### config.mk
export PLATFORM = sky130hd
export DESIGN_NAME = clkset
export DESIGN_NICKNAME = d
export VERILOG_FILES = /design/src/rtl/clkset_pkg.sv /design/src/rtl/clk_settle.sv /design/src/rtl/clkset.sv
export SDC_FILE = /design/constraint.sdc
export NUM_CORES = 1
export LEC_CHECK = 0
export ABC_AREA = 1
export BUFFER_PORTS_ARGS = -buffer_cell sky130_fd_sc_hd__buf_2
export CAP_MARGIN = 10
export CORE_UTILIZATION = 33
export DETAILED_ROUTE_END_ITERATION = 16
export PLACE_DENSITY_LB_ADDON = 0.3
export SYNTH_ARGS = -nofsm -noshare
export SYNTH_HDL_FRONTEND = slang
export SYNTH_SLANG_ARGS = --single-unit
### constraint.sdc
create_clock -name clk -period 1.51 [get_ports clk]
set_input_delay 0 -clock clk [delete_from_list [all_inputs] [get_ports clk]]
set_output_delay 0 -clock clk [all_outputs]
set_load 0.005 [all_outputs]
### src/rtl/clkset_pkg.sv
// Shared clock-control constants: CLKSET field positions and controller state encoding.
package clkset_pkg;

  localparam int CLK_CFG_W      = 7;
  localparam int CLK_RESET_BIT  = 7;
  localparam int CLK_PLLENA_BIT = 6;
  localparam int CLK_OSCENA_BIT = 5;
  localparam int CLK_OSCM_LO    = 3;
  localparam int CLK_CLKSEL_HI  = 2;
  localparam int CLK_CLKSEL_LO  = 0;

  typedef enum logic {
    ST_IDLE   = 1'b0,
    ST_SETTLE = 1'b1
  } clk_state_e;

endpackage

### src/rtl/clk_settle.sv
// Reusable 16-bit settle timer: load a wait, count down to zero, flag the last cycle.
module clk_settle (
  input  logic        clk,
  input  logic        res,
  input  logic        load,
  input  logic [15:0] load_val,
  output logic [15:0] value,
  output logic        done
);

  logic [15:0] value_q;
  logic [15:0] value_d;

  // Saturates at zero so an idle timer never wraps.
  always_comb begin
    value_d = value_q;
    if (load) begin
      value_d = load_val;
    end else if (value_q != 16'd0) begin
      value_d = value_q - 16'd1;
    end
  end

  always_ff @(posedge clk) begin
    if (res) begin
      value_q <= 16'd0;
    end else begin
      value_q <= value_d;
    end
  end

  assign value = value_q;
  assign done  = (value_q == 16'd1);

endmodule

### src/rtl/clkset.sv
// CLKSET register: commits clock configuration, holding CLKSEL back while a newly
// enabled oscillator or PLL settles.
module clkset
  import clkset_pkg::*;
#(
  parameter logic [15:0] OSC_WAIT = 16'd1000,
  parameter logic [15:0] PLL_WAIT = 16'd100
) (
  input  logic                 clk,
  input  logic                 res,
  input  logic                 wr,
  input  logic [7:0]           wdata,
  output logic [CLK_CFG_W-1:0] cfg,
  output logic                 busy,
  output logic                 soft_res,
  output logic [7:0]           rd
);

  clk_state_e                   state_q, state_d;
  logic [CLK_CFG_W-1:0]         cfg_q, cfg_d;
  logic [CLK_CLKSEL_HI:0]       pend_q, pend_d;
  logic                         soft_q, soft_d;
  logic                         cnt_load;
  logic [15:0]                  cnt_load_val;
  logic [15:0]                  cnt_value;
  logic                         cnt_done;
  logic                         osc_rise;
  logic                         pll_rise;

  clk_settle u_settle (
    .clk      (clk),
    .res      (res),
    .load     (cnt_load),
    .load_val (cnt_load_val),
    .value    (cnt_value),
    .done     (cnt_done)
  );

  assign osc_rise = wdata[CLK_OSCENA_BIT] & ~cfg_q[CLK_OSCENA_BIT];
  assign pll_rise = wdata[CLK_PLLENA_BIT] & ~cfg_q[CLK_PLLENA_BIT];

  always_comb begin
    state_d      = state_q;
    cfg_d        = cfg_q;
    pend_d       = pend_q;
    soft_d       = 1'b0;
    cnt_load     = 1'b0;
    cnt_load_val = 16'd0;
    unique case (state_q)
      ST_IDLE: begin
        // An idle timer always reads zero; the check keeps a stray count from reopening a settle.
        if (wr && (cnt_value == 16'd0)) begin
          if (wdata[CLK_RESET_BIT]) begin
            soft_d = 1'b1;
          end else if (osc_rise || pll_rise) begin
            cfg_d        = {wdata[CLK_PLLENA_BIT:CLK_OSCM_LO], cfg_q[CLK_CLKSEL_HI:CLK_CLKSEL_LO]};
            pend_d       = wdata[CLK_CLKSEL_HI:CLK_CLKSEL_LO];
            cnt_load     = 1'b1;
            cnt_load_val = osc_rise ? OSC_WAIT : PLL_WAIT;
            state_d      = ST_SETTLE;
          end else begin
            cfg_d = wdata[CLK_CFG_W-1:0];
          end
        end
      end
      ST_SETTLE: begin
        if (cnt_done) begin
          cfg_d[CLK_CLKSEL_HI:CLK_CLKSEL_LO] = pend_q;
          state_d = ST_IDLE;
        end
      end
      default: state_d = ST_IDLE;
    endcase
  end

  always_ff @(posedge clk) begin
    if (res) begin
      state_q <= ST_IDLE;
      cfg_q   <= '0;
      pend_q  <= '0;
      soft_q  <= 1'b0;
    end else begin
      state_q <= state_d;
      cfg_q   <= cfg_d;
      pend_q  <= pend_d;
      soft_q  <= soft_d;
    end
  end

  assign cfg      = cfg_q;
  assign busy     = (state_q == ST_SETTLE);
  assign soft_res = soft_q;
  assign rd       = {1'b0, cfg_q};

endmodule

==> run summary <==
===============================================================================================
Run status                                                                         finished with violations
Failing checks                                                                     negative hold slack
GR met3 Demand/Resource                                                                   3.75%
Number of buffers inserted during clock tree synthesis                                        3
Vias                                                                                       1440
Post-synth top area share                                                                 36.4%
Cell Chain, Critical Path                                                          nor2_4 > nand2_2 > nor2_4 > nand2_4 > nor2_8 > nand3_4 > a21oi_1 > nor2_1
Setup repair after global routing missed its margin                                         yes
Overall power after layout                                                              4.37 mW
Capturing point of the worst reg2reg path                                          cfg[0]$_SDFFE_PP0P_
R2R cell count                                                                                8
Kind of capture point of the worst setup path                                          register
Data required time at the worst endpoint                                                1.70 ns
Maximum clock insertion buffer count                                                          2
Clock root cell                                                                    sky130_fd_sc_hd__clkbuf_8
Vias in the first global route                                                             1369
Largest net degree at the start of global routing                                            17
Final weighted congestion of routability-driven global placement                          0.794
Min-Delay Path Depth                                                                          2
Period minus WS final                                                                   1.47 ns
Worst path arrival time                                                                 1.65 ns
Standard cell core area                                                            0.00441 sq mm
Count of final max-slew check failures                                                        0
Largest stage delay, worst path                                                         0.36 ns
Initial antenna violation count                                                               0
Number of antenna diodes                                                                      0
Overall fraction of global-route tracks in use                                            15.1%
Launch instance of the worst min-delay path                                                 res
Syn nets                                                                                    228
Critical path startpoint category                                                      register
Final core utilization                                                                    48.2%
Synth Area per Inst                                                                  7.17 sq um
Switching Power                                                                         1.83 mW
Share of async-settable or async-resettable flops after synthesis                            0%
Share of synthesized area spent on multiplexers                                              0%
Clk sinks                                                                                    28
GRT met2 Usage                                                                            22.8%
Sequential fraction of the synthesis area                                                 36.4%
Source-to-sink clock delay at the later pin of the worst-skew pair                      0.28 ns
Area of combinational cells with multiple inputs                                      941 sq um
Most area-consuming cells after synthesis                                          sky130_fd_sc_hd__dfxtp_1, sky130_fd_sc_hd__nor2_1, sky130_fd_sc_hd__nand2_1
Ratio of final minimum period to clock period                                             97.0%
Synthesis Warnings                                                                            0
Final-layout worst hold slack                                                       -0.00199 ns
Max Clock Freq                                                                          683 MHz
Number of storage elements in the synthesis netlist                                          28
Slack of the worst reg-to-reg path                                                      0.04 ns
Post-Synthesis Cell Area                                                           0.00154 sq mm
CP dominant cell by count                                                          sky130_fd_sc_hd__nor2_4
Part of the total power dissipated in the clock network                                   13.8%
Iteration count of the initial detailed-routing pass                                          4
Count of cell types in the netlist                                                           30
Average wire per standard cell                                                     11.2 microns
Routing usage on met1                                                                     21.2%
Instance count of the mapped netlist                                                        215
Power per Cell Area                                                                2050 mW/mm^2
Number of port buffers                                                                       26
Filler cell count in the final layout                                                       419
Count of H-tree levels built during CTS                                                       1
IO Count                                                                                     28
Maximum clock skew at final layout                                                   0.00518 ns
Crit path kind                                                                          reg2reg
Clock tree from TritonCTS                                                                 built
First-pass GRT wire length                                                         6090 microns
Class of the tightest hold or removal check                                              in2reg
Vias per std cell                                                                          4.51
Adder and majority gate portion of the synthesized area                                   1.62%
Max-cap violations                                                                            0
DRC violation total after the first TritonRoute iteration                                    79
Ratio of cells with drive above 1 in the final layout                                     38.2%
Fraction of synthesized cell area in xor and xnor cells                                   5.68%
Cell type of the slowest stage on the worst timing path                            sky130_fd_sc_hd__dfxtp_2
Die area                                                                           0.00495 sq mm
Peak supply drop                                                                         711 uV
Basic-gate share of the synthesized area counting and, or, nand and nor cells             38.6%
Total routed wirelength                                                            3560 microns
Share of total power in sequential cells                                                  27.5%
Worst flop-to-flop path startpoint                                                 u_settle.value[9]$_SDFFE_PP0P_
Total half-perimeter wirelength after legalization and detailed placement          2460 microns
Starting utilization of the core area                                                     34.9%
Leakage power                                                                           1.06 nW
Clock input transition at the sequential cells of the worst setup and hold paths        0.10 ns
Library cell with the largest summed area after synthesis                          sky130_fd_sc_hd__dfxtp_1
Synthesis-to-layout area growth                                                           37.9%
Worst Hold End                                                                     u_settle.value[15]$_SDFFE_PP0P_
Switching power share of the total                                                        41.9%
Most used flip-flop cell after synthesis                                           sky130_fd_sc_hd__dfxtp_1
Leftover overflow at the end of global routing                                                0
Hold Fails Final Rpt                                                                          2
Total number of nets in the final design                                                    281
Main combinational cell family by area after synthesis                             simple AND/OR/NAND/NOR gates
Most used routing layer                                                                    met2
Seq. cell area                                                                        572 sq um
Width of the chip                                                                  70.3 microns
Chip height                                                                        70.3 microns
EDFF count, synth                                                                             0
Compound-gate portion of the synthesized area                                             7.95%
Internal power component                                                                2.54 mW
Gate power share                                                                          58.7%
Number of setup violations in the final report                                                0
CP Max Fanout                                                                                 6
Antenna viol nets, final                                                                      0
Remaining DRCs                                                                                0
Num rows                                                                                     24
===============================================================================================
power by group through the flow:
stage / Sequential, mW / Clock, mW / Combinational (mW)
2_1_floorplan: 1.12 / 0 / 1.55
3_3_place_gp: 1.13 / 0 / 2.19
3_5_place_dp: 1.13 / 0 / 2.19
4_1_cts: 1.13 / 0.618 / 2.31
5_1_grt: 1.23 / 0.633 / 2.90
6_report: 1.20 / 0.603 / 2.57
worst max-delay path, delay by kind of cell, from the launching register on:
family / cells / cell delay [ns]
AOI/OAI and AO/OA: 1 / 0.15
and+or+nand+nor: 7 / 0.88
DFF: 1 / 0.36
layout make-up:
type / instances / area share (%)
Clock inverter: 1 / 1.41
Inverter: 21 / 3.83
Timing Repair Buffer: 58 / 18.6
Sequential cell: 28 / 26.9
Multi-Input combinational cell: 156 / 44.3
Tap cell: 52 / 3.06
Clock buffer: 3 / 1.94
cell usage after synthesis (2+ instances only):
library cell and number:
sky130_fd_sc_hd__a21oi_1 12, sky130_fd_sc_hd__buf_4 8, sky130_fd_sc_hd__clkbuf_1 2, sky130_fd_sc_hd__dfxtp_1 28, sky130_fd_sc_hd__ha_1 2, sky130_fd_sc_hd__inv_1 21
sky130_fd_sc_hd__nand2_1 37, sky130_fd_sc_hd__nand2_2 4, sky130_fd_sc_hd__nand3_1 10, sky130_fd_sc_hd__nand4_1 3, sky130_fd_sc_hd__nor2_1 47, sky130_fd_sc_hd__nor2_2 3
sky130_fd_sc_hd__nor2_4 3, sky130_fd_sc_hd__nor2_8 2, sky130_fd_sc_hd__nor3_1 3, sky130_fd_sc_hd__o21ai_0 8, sky130_fd_sc_hd__xnor2_1 4, sky130_fd_sc_hd__xor2_1 6
stage by stage:
step | cells | hold slack [ns] | setup WS, ns | area (sq um) | setup TNS (ns)
global placement | 303 | 0.248 | -0.0534 | 1820 | -0.198
floorplan | 215 | 0.152 | 0.0167 | 1540 | 0
finish | 319 | -0.00199 | 0.0448 | 2130 | 0
detailed placement | 303 | 0.258 | -0.0582 | 1820 | -0.420
global route | 319 | 0.0204 | -0.0984 | 2130 | -0.759
CTS | 315 | 0.00285 | -0.0152 | 2010 | -0.0285
flip-flops by register name, indices dropped and copies added, names as in the netlist:
| register | cells |
|---|---|
| cfg | 7 |
| u_settle.value | 16 |
| soft_res | 1 |
| busy | 1 |
| pend_q | 3 |
how the worst max path moves through the flow:
stage                                    from                              to  slack [ns]  depth (start not counted)
2_1_floorplan  u_settle.value[0]$_SDFFE_PP0P_          pend_q[0]$_SDFFE_PP0P_        0.02                          9
3_3_place_gp   u_settle.value[1]$_SDFFE_PP0P_          pend_q[2]$_SDFFE_PP0P_       -0.05                          9
3_5_place_dp   u_settle.value[1]$_SDFFE_PP0P_             cfg[1]$_SDFFE_PP0P_       -0.06                          7
4_1_cts        u_settle.value[0]$_SDFFE_PP0P_  u_settle.value[5]$_SDFFE_PP0P_       -0.02                          9
5_1_grt        u_settle.value[9]$_SDFFE_PP0P_             cfg[1]$_SDFFE_PP0P_        -0.1                          9
6_report       u_settle.value[9]$_SDFFE_PP0P_             cfg[0]$_SDFFE_PP0P_        0.04                          8
logic make-up (layout without fill, tap and decap cells):
logic type / count (synthesis) / count (layout)
other: 1 / 1
XOR/XNOR: 10 / 10
flip-flops: 28 / 28
buffers and inverters: 31 / 83
adder cells (fa/ha/maj): 2 / 2
AO/OA/AOI/OAI: 23 / 23
AND/OR/NAND/NOR: 120 / 120
cell usage in the layout, fill, tap and decap left out, drive strengths merged, types with 2 or more instances in the layout:
master / instances
a21oi: 12
nand3: 12
dfxtp: 28
clkbuf: 3
o21ai: 8
xnor2: 4
buf: 53
xor2: 6
nand2: 42
inv: 21
nand4: 4
ha: 2
nor2: 55
nor3: 3
dlygate4sd3: 5
per-layer routing:
layer,share of wire (%),up-vias
met1,48,638
met3,4.5,2
met5,0,-
met2,47,25
met4,0.39,0
li1,-,775
repair_timing:
action | CTS | global route
endpoints found under the hold margin | 5 | 0
pin swaps | 2 | 14
buffers inserted | 3 | 4
setup endpoints to repair | 16 | 25
gates resized for setup | 9 | 29
hold buffers | 5 | 0
(Power assumes the default switching activity.)
